### src/rtl/out_sram_write_arbiter_if.sv
// Bank write-back request/grant stream bundle plus the output SRAM write port.
// The slave modport is the arbiter; the master modport is the bank/SRAM side.
interface out_sram_write_arbiter_if #(
    parameter int NUM_BANKS = 4,
    parameter int FV_SIZE   = 8,
    parameter int NODE_ID_W = 10,
    parameter int ADDR_W    = 13
);
    logic [NUM_BANKS-1:0]             bank_req;
    logic [NUM_BANKS-1:0]             bank_valid;
    logic [NUM_BANKS-1:0]             bank_sos;
    logic [NUM_BANKS-1:0]             bank_eos;
    logic [NUM_BANKS*2*FV_SIZE-1:0]   bank_data;
    logic [NUM_BANKS*NODE_ID_W-1:0]   bank_node_id;
    logic [NUM_BANKS-1:0]             req_grant;
    logic                             sram_wen;
    logic [ADDR_W-1:0]                sram_waddr;
    logic [2*FV_SIZE-1:0]             sram_wdata;
    logic                             busy;
    logic                             stream_done;
    logic                             err_overflow;
    logic                             err_no_sos;

    modport slave (
        input  bank_req, bank_valid, bank_sos, bank_eos, bank_data, bank_node_id,
        output req_grant, sram_wen, sram_waddr, sram_wdata, busy, stream_done,
        output err_overflow, err_no_sos
    );

    modport master (
        output bank_req, bank_valid, bank_sos, bank_eos, bank_data, bank_node_id,
        input  req_grant, sram_wen, sram_waddr, sram_wdata, busy, stream_done,
        input  err_overflow, err_no_sos
    );
endinterface

### src/rtl/out_sram_write_arbiter.sv
// Grants one edge-buffer bank at a time and writes its sos/eos beat stream to the output SRAM.
// Define OSW_FIXED_PRIO_EN for lowest-index-wins arbitration instead of round-robin.
module out_sram_write_arbiter #(
    parameter int NUM_BANKS  = 4,
    parameter int FV_SIZE    = 8,
    parameter int MAX_FV_NUM = 16,
    parameter int NODE_ID_W  = 10,
    parameter int ADDR_W     = NODE_ID_W + $clog2(MAX_FV_NUM/2)
) (
    input  logic                     clk,
    input  logic                     reset,
    out_sram_write_arbiter_if.slave  bif
);
    localparam int WPN    = MAX_FV_NUM / 2;
    localparam int OFF_W  = $clog2(WPN);
    localparam int IDX_W  = (NUM_BANKS > 1) ? $clog2(NUM_BANKS) : 1;
    localparam int BEAT_W = 2 * FV_SIZE;

    typedef enum logic [1:0] {S_IDLE, S_GRANT, S_RECV} state_t;

    state_t                 r_state;
    logic [IDX_W-1:0]       r_idx;
    logic [IDX_W-1:0]       r_rr_ptr;
    logic [OFF_W:0]         r_off;
    logic [NODE_ID_W-1:0]   r_node;
    logic [NUM_BANKS-1:0]   r_grant;
    logic                   r_wen;
    logic [ADDR_W-1:0]      r_waddr;
    logic [BEAT_W-1:0]      r_wdata;
    logic                   r_done;
    logic                   r_err_ovf;
    logic                   r_err_nosos;

    logic [IDX_W:0]         w_pick;
    logic [IDX_W-1:0]       w_ptr;
    logic [IDX_W-1:0]       w_rr_next;
    logic                   w_valid;
    logic                   w_sos;
    logic                   w_eos;
    logic [BEAT_W-1:0]      w_data;
    logic [NODE_ID_W-1:0]   w_node;

    // Cyclic search starting at ptr; returns {found, index}.
    function automatic logic [IDX_W:0] pick_req(input logic [NUM_BANKS-1:0] req,
                                                input logic [IDX_W-1:0] ptr);
        logic             found;
        logic [IDX_W-1:0] idx;
        int               j;
        found = 1'b0;
        idx   = '0;
        for (int k = 0; k < NUM_BANKS; k++) begin
            j = (int'(ptr) + k) % NUM_BANKS;
            if (!found && req[j]) begin
                found = 1'b1;
                idx   = IDX_W'(j);
            end
        end
        return {found, idx};
    endfunction

`ifdef OSW_FIXED_PRIO_EN
    assign w_ptr     = '0;
    assign w_rr_next = '0;
`else
    assign w_ptr     = r_rr_ptr;
    assign w_rr_next = (r_idx == IDX_W'(NUM_BANKS-1)) ? '0 : r_idx + IDX_W'(1);
`endif

    assign w_pick  = pick_req(bif.bank_req, w_ptr);
    assign w_valid = bif.bank_valid[r_idx];
    assign w_sos   = bif.bank_sos[r_idx];
    assign w_eos   = bif.bank_eos[r_idx];
    assign w_data  = bif.bank_data[r_idx*BEAT_W +: BEAT_W];
    assign w_node  = bif.bank_node_id[r_idx*NODE_ID_W +: NODE_ID_W];

    always_ff @(posedge clk) begin
        if (reset) begin
            r_state     <= S_IDLE;
            r_idx       <= '0;
            r_rr_ptr    <= '0;
            r_off       <= '0;
            r_grant     <= '0;
            r_wen       <= 1'b0;
            r_waddr     <= '0;
            r_wdata     <= '0;
            r_done      <= 1'b0;
            r_err_ovf   <= 1'b0;
            r_err_nosos <= 1'b0;
        end else begin
            r_grant <= '0;
            r_wen   <= 1'b0;
            r_done  <= 1'b0;
            case (r_state)
                S_IDLE: begin
                    if (w_pick[IDX_W]) begin
                        r_idx   <= w_pick[IDX_W-1:0];
                        r_grant <= NUM_BANKS'(1) << w_pick[IDX_W-1:0];
                        r_state <= S_GRANT;
                    end
                end
                S_GRANT: begin
                    // The granted bank answers combinationally while the grant is high.
                    if (w_valid && w_sos) begin
                        r_node  <= w_node;
                        r_wen   <= 1'b1;
                        r_waddr <= {w_node, OFF_W'(0)};
                        r_wdata <= w_data;
                        if (w_eos) begin
                            r_done   <= 1'b1;
                            r_off    <= '0;
                            r_rr_ptr <= w_rr_next;
                            r_state  <= S_IDLE;
                        end else begin
                            r_off   <= (OFF_W+1)'(1);
                            r_state <= S_RECV;
                        end
                    end else begin
                        r_err_nosos <= 1'b1;
                        r_rr_ptr    <= w_rr_next;
                        r_state     <= S_IDLE;
                    end
                end
                S_RECV: begin
                    if (w_valid) begin
                        if (r_off < (OFF_W+1)'(WPN)) begin
                            r_wen   <= 1'b1;
                            r_waddr <= {r_node, r_off[OFF_W-1:0]};
                            r_wdata <= w_data;
                            r_off   <= r_off + (OFF_W+1)'(1);
                        end else begin
                            r_err_ovf <= 1'b1;
                        end
                        // A suppressed eos beat still closes the stream.
                        if (w_eos) begin
                            r_done   <= 1'b1;
                            r_off    <= '0;
                            r_rr_ptr <= w_rr_next;
                            r_state  <= S_IDLE;
                        end
                    end
                end
                default: r_state <= S_IDLE;
            endcase
        end
    end

    assign bif.req_grant    = r_grant;
    assign bif.sram_wen     = r_wen;
    assign bif.sram_waddr   = r_waddr;
    assign bif.sram_wdata   = r_wdata;
    assign bif.busy         = (r_state != S_IDLE);
    assign bif.stream_done  = r_done;
    assign bif.err_overflow = r_err_ovf;
    assign bif.err_no_sos   = r_err_nosos;
endmodule

### src/flat_wrapper.sv
// flat-port wrapper written by rule: the top's interface ports become plain ports
module out_sram_write_arbiter_flat 
#(
    parameter int NUM_BANKS  = 4,
    parameter int FV_SIZE    = 8,
    parameter int MAX_FV_NUM = 16,
    parameter int NODE_ID_W  = 10,
    parameter int ADDR_W     = NODE_ID_W + $clog2(MAX_FV_NUM/2)
)
  (clk, reset, bif_bank_req, bif_bank_valid, bif_bank_sos, bif_bank_eos, bif_bank_data, bif_bank_node_id, bif_req_grant, bif_sram_wen, bif_sram_waddr, bif_sram_wdata, bif_busy, bif_stream_done, bif_err_overflow, bif_err_no_sos);
  out_sram_write_arbiter_if #(.NUM_BANKS(NUM_BANKS), .FV_SIZE(FV_SIZE), .NODE_ID_W(NODE_ID_W), .ADDR_W(ADDR_W)) bif_i ();
  input  logic clk;
  input  logic reset;
  input wire logic [$bits(bif_i.bank_req)-1:0] bif_bank_req;
  input wire logic [$bits(bif_i.bank_valid)-1:0] bif_bank_valid;
  input wire logic [$bits(bif_i.bank_sos)-1:0] bif_bank_sos;
  input wire logic [$bits(bif_i.bank_eos)-1:0] bif_bank_eos;
  input wire logic [$bits(bif_i.bank_data)-1:0] bif_bank_data;
  input wire logic [$bits(bif_i.bank_node_id)-1:0] bif_bank_node_id;
  output wire logic [$bits(bif_i.req_grant)-1:0] bif_req_grant;
  output wire logic [$bits(bif_i.sram_wen)-1:0] bif_sram_wen;
  output wire logic [$bits(bif_i.sram_waddr)-1:0] bif_sram_waddr;
  output wire logic [$bits(bif_i.sram_wdata)-1:0] bif_sram_wdata;
  output wire logic [$bits(bif_i.busy)-1:0] bif_busy;
  output wire logic [$bits(bif_i.stream_done)-1:0] bif_stream_done;
  output wire logic [$bits(bif_i.err_overflow)-1:0] bif_err_overflow;
  output wire logic [$bits(bif_i.err_no_sos)-1:0] bif_err_no_sos;
  assign bif_i.bank_req = bif_bank_req;
  assign bif_i.bank_valid = bif_bank_valid;
  assign bif_i.bank_sos = bif_bank_sos;
  assign bif_i.bank_eos = bif_bank_eos;
  assign bif_i.bank_data = bif_bank_data;
  assign bif_i.bank_node_id = bif_bank_node_id;
  assign bif_req_grant = bif_i.req_grant;
  assign bif_sram_wen = bif_i.sram_wen;
  assign bif_sram_waddr = bif_i.sram_waddr;
  assign bif_sram_wdata = bif_i.sram_wdata;
  assign bif_busy = bif_i.busy;
  assign bif_stream_done = bif_i.stream_done;
  assign bif_err_overflow = bif_i.err_overflow;
  assign bif_err_no_sos = bif_i.err_no_sos;
  out_sram_write_arbiter #(.NUM_BANKS(NUM_BANKS), .FV_SIZE(FV_SIZE), .MAX_FV_NUM(MAX_FV_NUM), .NODE_ID_W(NODE_ID_W), .ADDR_W(ADDR_W)) u_core (.clk(clk), .reset(reset), .bif(bif_i));
endmodule
### config.mk
export PLATFORM = sky130hd
export DESIGN_NAME = out_sram_write_arbiter_flat
export DESIGN_NICKNAME = d
export VERILOG_FILES = /design/src/rtl/out_sram_write_arbiter_if.sv /design/src/rtl/out_sram_write_arbiter.sv /design/src/flat_wrapper.sv
export SDC_FILE = /design/constraint.sdc
export NUM_CORES = 1
export LEC_CHECK = 0
export CORE_MARGIN = 4
export CORE_UTILIZATION = 30
export DETAILED_ROUTE_END_ITERATION = 8
export GPL_TIMING_DRIVEN = 1
export PLACE_DENSITY = 0.69
export SKIP_LAST_GASP = 1
export SYNTH_ARGS = -nofsm -noshare
export SYNTH_HDL_FRONTEND = slang
export SYNTH_SLANG_ARGS = --single-unit
export TNS_END_PERCENT = 5
### constraint.sdc
create_clock -name clk -period 1.82 [get_ports clk]
set_input_delay 0.273 -clock clk [delete_from_list [all_inputs] [get_ports clk]]
set_output_delay 0.273 -clock clk [all_outputs]
set_load 0.03 [all_outputs]
==> results of run 1 <==
==> cell type report <==
class / instances / area (um2) / share of cell area
timing repair buffer: 193 / 1960 / 0.376
tap: 133 / 166 / 0.0319
clock buffer: 10 / 138 / 0.0264
inverter: 8 / 30.0 / 0.00576
multi-input combinational: 205 / 1640 / 0.315
sequential: 57 / 1240 / 0.239
clock inverter: 6 / 33.8 / 0.00648
==> through the flow <==
step	hold slack (ns)	setup TNS, ns	util
finish	0.345	-3.19	0.536
global route	0.350	-7.29	0.536
CTS	0.340	-1.71	0.528
detailed placement	0.449	-15.86	0.505
global placement	0.441	-13.25	0.505
floorplan	0.466	-0.349	-
==> power by group <==
group | leakage [nW] | total (mW) | switching, mW | internal, mW
registers | 0.475 | 1.44 | 0.0548 | 1.39
logic | 1.34 | 1.40 | 0.612 | 0.785
clock network | 0.0855 | 1.03 | 0.514 | 0.518
total | 1.90 | 3.87 | 1.18 | 2.69
==> how the worst min path moves through the flow <==
stage,to,slack [ns],startpoint
2_1_floorplan,u_core.r_state[1]$_SDFFE_PP0P_,0.47,u_core.r_state[1]$_SDFFE_PP0P_
3_3_place_gp,u_core.bif.sram_waddr[0]$_SDFFE_PP0P_,0.44,u_core.bif.sram_waddr[0]$_SDFFE_PP0P_
3_5_place_dp,u_core.bif.sram_wdata[10]$_SDFFE_PP0P_,0.45,u_core.bif.sram_wdata[10]$_SDFFE_PP0P_
4_1_cts,u_core.r_node[9]$_DFFE_PP_,0.34,reset
5_1_grt,u_core.r_node[2]$_DFFE_PP_,0.35,reset
6_report,u_core.r_node[2]$_DFFE_PP_,0.35,reset
==> synthesized netlist by cell type (2+ instances only) <==
library cell | number | share of area
nand2_1 | 64 | 0.081
dfxtp_1 | 47 | 0.32
a21oi_1 | 29 | 0.049
mux4_2 | 29 | 0.22
nor2_1 | 24 | 0.030
a311oi_1 | 10 | 0.029
edfxtp_1 | 10 | 0.10
clkbuf_1 | 8 | 0.010
inv_1 | 8 | 0.010
buf_2 | 6 | 0.010
ha_1 | 5 | 0.021
nand3_1 | 5 | 0.0084
a211oi_1 | 4 | 0.010
buf_4 | 4 | 0.010
nand2b_1 | 4 | 0.0084
a21o_1 | 3 | 0.0076
and3b_1 | 2 | 0.0059
buf_1 | 2 | 0.0025
mux2i_1 | 2 | 0.0067
nor3_1 | 2 | 0.0034
nor4_1 | 2 | 0.0042
o21ai_0 | 2 | 0.0034
==> cell families after synthesis <==
group                    synth area share
XOR/XNOR                          0.00294
AND/OR/NAND/NOR                     0.157
multiplexers                        0.226
adder cells (fa/ha/maj)            0.0210
flip-flops                          0.416
AO/OA/AOI/OAI                       0.135
buffers and inverters              0.0428
==> what timing repair did <==
action,4_1_cts,5_1_grt
cloned,1,1
endpoints found under the setup margin,46,37
buffers inserted,1,5
pin swaps,1,3
endpoints found under the hold margin,0,0
resized for setup,5,3
==> cells in the final DEF (no fill, tap or decap), types with 6 or more instances in the layout <==
cell type and count:
clkdlybuf4s50_1 157, nand2_1 64, dfxtp_1 46, mux4_2 29, a21oi_1 29, buf_4 25, nor2_1 23, clkbuf_8 10
edfxtp_1 10, inv_1 8, a311oi_1 8, buf_12 6
==> registers in the layout (all words and copies together), names as in the netlist <==
register	flops
u_core.bif.sram_wdata	16
u_core.bif.sram_waddr	13
u_core.r_node	10
u_core.bif.req_grant	4
u_core.r_off	4
u_core.r_idx	2
u_core.r_rr_ptr	2
u_core.r_state	2
u_core.bif.err_no_sos	1
u_core.bif.err_overflow	1
u_core.bif.sram_wen	1
u_core.bif.stream_done	1
==> per-layer routing <==
metal | track usage | up-vias
met4 | 0.0649 | 0
met2 | 0.279 | 88
met5 | 0 | -
li1 | - | 1438
met3 | 0.0390 | 13
met1 | 0.177 | 1378
==> metrics, run 1 <==
Worst R2R End u_core.bif.sram_waddr[4]$_SDFFE_PP0P_; total global-route track usage 0.157; Slew headroom 0.655; Synth Cell Area between 2000 and 3000 um2; cts bufs inserted 9; number of synthesis warnings 0; crit path to u_core.bif.sram_waddr[4]$_SDFFE_PP0P_; Ant. Diodes 0; crit share post-route 1.08; global-route wire length before repair around 14000 um; reg2reg setup slack -0.15 ns; most frequent cell on the critical path buf_4; vias in the first global route just over 3k; outcome finished, violations left; Worst path max stage delay roughly 0.53 ns; CP Capture Type register; minimum clock period slightly below 2 ns; maximum buffer depth of the clock tree 2; CTS tree yes; final layout net count between 600 and 700; Core Box Area 9730 um2; DP Area 4910 um2; Synth Area per Inst ~10 um2; worst slew pin tran about 0.52 ns; first drt pass iteration count 4; layout cells sized above 1 0.182; Post-synth top flop dfxtp_1; row count 36; cell depth of the worst flop-to-flop path 8; Initial DRC Count 94; final instance area roughly 5200 um2; FFs w/ async S/R, synth 0; largest net degree at the start of global routing between 40 and 50; Starting Density 0.306; post-synthesis cell count 290; worst path cell trace mux4_2, buf_4, nand2_8, a221oi_4, buf_4, clkbuf_16, buf_4, a311oi_2; Fillers roughly 900; via count between 2k and 3k; port buffer count ~160; Die W 108 um; Hold Path Depth 2; Lkg Pwr between 1.5 and 2 nW; met2 wire length around 5000 um; Setup Skew around 0.008 ns; Clock Pin Slew Worst Setup and Hold Paths around 0.070 ns; DR WL/cell about 15 um; placed cells 588; Netlist cell types 40; total power per unit cell area 743 nW/um2; I/O Pins 160; grt ovf 0; WL met1 about 3500 um; RR Startpoint u_core.r_idx[0]$_SDFFE_PP0P_; Max Slew Vio Count 0; Skew-Pair Late Insertion Delay 0.33 ns; Worst path depth 8; CP max stage cell mux4_2; Sink Count between 50 and 60; GPL Wtd Cong a little under 0.8; failing checks setup timing; Fin. Hold Viols 0; syn nets ~420; antenna violations before repair 0; Detail Route Antenna Nets 0; Achievable Freq a little over 500 MHz; hold_buf cts 0; Worst path top cell family by delay buffers and inverters; dpl ws -0.405 ns; peak supply drop approximately 0.34 mV; critical path peak fanout 7; RSZ-0062 raised after global routing yes; H-tree Lvls 3; Crit. Startpoint u_core.r_idx[0]$_SDFFE_PP0P_; post-synthesis sequential area ratio 0.416; Overall Power 3.87 mW; DIE HEIGHT ~110 um; MaxCap Viol Count 0; Worst Setup Path Type register to register; final setup vio count 33; vias per cell around 4.8; met3 WL post-DR approximately 600 um; Post-synth EDFFs 10; fin cells roughly 600; die area approximately 12000 um2; uppermost layer routed met4; Area growth syn-to-layout 74.9%; clock root cell clkbuf_8; drt total wl 9270 um; Worst EP required 2.06 ns; Post-DP HPWL a little over 7000 um; HP Class primary input to register; final routed DRC violation total 0; Setup WS post-layout -0.148 ns; startpoint types register; crit path DAT around 2.2 ns; Worst Path Buf+Inv 4; Seq cells post-synth 57
(Power assumes the default switching activity.)
==> run 2: changes to the inputs <==
Settings changed: ABC_CLOCK_PERIOD_IN_PS from default to 1820, GPL_TIMING_DRIVEN 1 to default.
==> results of run 2 <==
Same layout as run 1: the final DEF is identical, and so are final timing and power.
==> run 3: changes to the inputs <==
Settings changed: CTS_CLUSTER_DIAMETER from default to 150, HOLD_SLACK_MARGIN from default to 0.06.
==> results of run 3 <==
Same layout as run 1: the final DEF is identical, and so are final timing and power.
==> variant: new RTL, settings of run 1 <==
`NUM_BANKS` is set to 4 in 3 places; all go to 8.
--- a/src/rtl/out_sram_write_arbiter_if.sv
+++ b/src/rtl/out_sram_write_arbiter_if.sv
@@ -2,5 +2,5 @@
 // The slave modport is the arbiter; the master modport is the bank/SRAM side.
 interface out_sram_write_arbiter_if #(
-    parameter int NUM_BANKS = 4,
+    parameter int NUM_BANKS = 8,
     parameter int FV_SIZE   = 8,
     parameter int NODE_ID_W = 10,
--- a/src/rtl/out_sram_write_arbiter.sv
+++ b/src/rtl/out_sram_write_arbiter.sv
@@ -2,5 +2,5 @@
 // Define OSW_FIXED_PRIO_EN for lowest-index-wins arbitration instead of round-robin.
 module out_sram_write_arbiter #(
-    parameter int NUM_BANKS  = 4,
+    parameter int NUM_BANKS  = 8,
     parameter int FV_SIZE    = 8,
     parameter int MAX_FV_NUM = 16,
--- a/src/flat_wrapper.sv
+++ b/src/flat_wrapper.sv
@@ -2,5 +2,5 @@
 module out_sram_write_arbiter_flat 
 #(
-    parameter int NUM_BANKS  = 4,
+    parameter int NUM_BANKS  = 8,
     parameter int FV_SIZE    = 8,
     parameter int MAX_FV_NUM = 16,
Ports: changed (7 resized); port bits go from 160 to 284. The function was not compared with the original's and may differ.
==> variant against run 1 <==
  * The flow still finishes with violations (negative setup slack)
  * Area after synthesis is 74% higher
  * Sequential share of layout area is 8.9 points lower
  * Clock skew hardly changed
  * Final area is 75% higher
  * Worst hold slack better by 91 ps
  * Total power grew to 2.5 times the old value
  * Global-route usage is 4.4 points higher
  * Combinational power grew to 4.4 times the old value
  * Setup slack worse by 770 ps
  * Sequential cell count is 6 higher
  * Routed wire length is 120% higher
  * Critical path type unchanged
  * Largest cell class is now multi-input combinational cells
  * Largest power group is now combinational logic
==> variant: results (changes against run 1) <==
clk_pin_slew_ps: 50  # was 70 ps
finalNonFillerCells: 995  # was 612
grt_pass1_vias: 5644  # was 3,071
drive_gt1_frac: 0.286  # was 0.182
drt_iter0_markers: 315  # was 94
arrival_ps: 2990  # was 2210 ps
dp_slack_ps: -1130  # was -405 ps
syn_nets: 696  # was 417
min_path_type: "primary input to flop"  # unchanged
violations: "negative setup slack"  # unchanged
tns_ps: -31390  # was -3190 ps
synthAdderAreaFrac: 0.0217  # was 0.0210
setup_viol: 69  # was 33
setup_slack_ps: -914  # was -148 ps
synth.area.top_cells: "mux4_2, dfxtp_1, edfxtp_1"  # was dfxtp_1, mux4_2, edfxtp_1
grt_max_degree: 33  # was 46
dr.pass1.iters: 4  # unchanged
muxShareOfSynthArea: 0.423  # was 0.226
placed_area_mm2: 0.00866  # was 0.00491 mm^2
ys.warnings.count: 0  # unchanged
wl_mm: 19.9  # was 9.27 mm
ys_seq_area_frac: 0.262  # was 0.416
tightest_slew_ps: 858  # was 518 ps
clock_skew_ps: 7.75  # was 7.99 ps
netlist_top_cells_count: "mux4_2, dfxtp_1, nor2_1, mux2i_1, nand2_1"  # was nand2_1, dfxtp_1, a21oi_1, mux4_2, nor2_1
syn_inst: 445  # was 290
yosys_most_used_dff: "dfxtp_1"  # unchanged
io_buffer_count: 283  # was 159
peakVddDrop_v: 0.000598  # was 0.000344 V
grt_pass1_wl_mm: 30.8  # was 14.5 mm
async_reset_ff_frac: 0  # unchanged
status: "finished, violations left"  # unchanged
synth_xor_area_frac: 0.00676  # was 0.00294
synth_compound_area_frac: 0.118  # was 0.135
synth_cell_types: 63  # was 40
grt_usage: 0.201  # was 0.157
cts-root-buf: "clkbuf_16"  # was clkbuf_8
place.gp.congestion: 0.917  # was 0.776
path_max_fanout: 8  # was 7
p_leak_nw: 3.20  # was 1.90 nW
vias: 5151  # was 2,917
numPlacedInstances: 972  # was 588
hpwl_mm: 16.9  # was 7.10 mm
nFillCells: 1428  # was 901
variant: cell types whose count changed after synthesis, moves of 13 or more:
| cell | before | now |
|---|---|---|
| a211oi_1 | 4 | 17 |
| clkbuf_1 | 8 | 23 |
| mux2_2 | 0 | 18 |
| mux2i_1 | 2 | 30 |
| mux4_2 | 29 | 73 |
| nand2_1 | 64 | 29 |
variant: worst paths after layout:
kind	from	to	slack, ps	cells after the start
worst max-delay path	u_core.r_rr_ptr[0]	u_core.bif.req_grant[1]	-910	9
worst min register to register	u_core.bif.sram_waddr[7]	u_core.bif.sram_waddr[7]	450	2
worst min-delay path	reset	u_core.r_state[1]	440	3
worst max register to register	u_core.r_rr_ptr[0]	u_core.bif.req_grant[1]	-910	9
variant: power breakdown:
part           switching [mW]  leakage (nW)  internal [mW]
Combinational            2.86          2.54           3.36
Sequential              0.177         0.524           1.69
Clock                   0.611         0.140           1.06
variant: logic make-up (layout without fill, tap and decap cells):
| family | Yosys count | count (layout) |
|---|---|---|
| buffers and inverters | 49 | 379 |
| multiplexers | 123 | 123 |
| flip-flops | 63 | 63 |
| AND/OR/NAND/NOR | 117 | 117 |
| adder cells (fa/ha/maj) | 9 | 9 |
| AO/OA/AOI/OAI | 80 | 80 |
| XOR/XNOR | 4 | 4 |
variant: routing by layer:
metal	up-vias	global-route usage	wire [um]
li1	2422	-	-
met1	2503	0.244	7770
met2	195	0.361	10700
met3	31	0.0298	1040
met4	0	0.0721	459
met5	-	0	0
variant: final cells by class:
type	count	area (um^2)	share of cell area
sequential	63	1370	0.150
multi-input combinational	333	3760	0.411
tap	220	275	0.0301
clock buffer	11	233	0.0255
timing repair buffer	352	3400	0.372
inverter	11	43.8	0.00479
clock inverter	5	57.6	0.00630
variant: critical path, cell delays in order, from the launching register on:
cell       delay [ps]
dfxtp_2           330
inv_2              50
ha_4              340
mux4_2            510
mux2_4            320
o2bb2ai_4         210
nand3_4           130
o221a_4           300
nor4b_4           270
nor3b_2           200
variant: timing repair:
action                                  CTS  global route
hold endpoints to repair                  0             0
gates resized for setup                  11            15
pin swaps                                11             9
setup buffers                             3             4
endpoints found under the setup margin   69            71
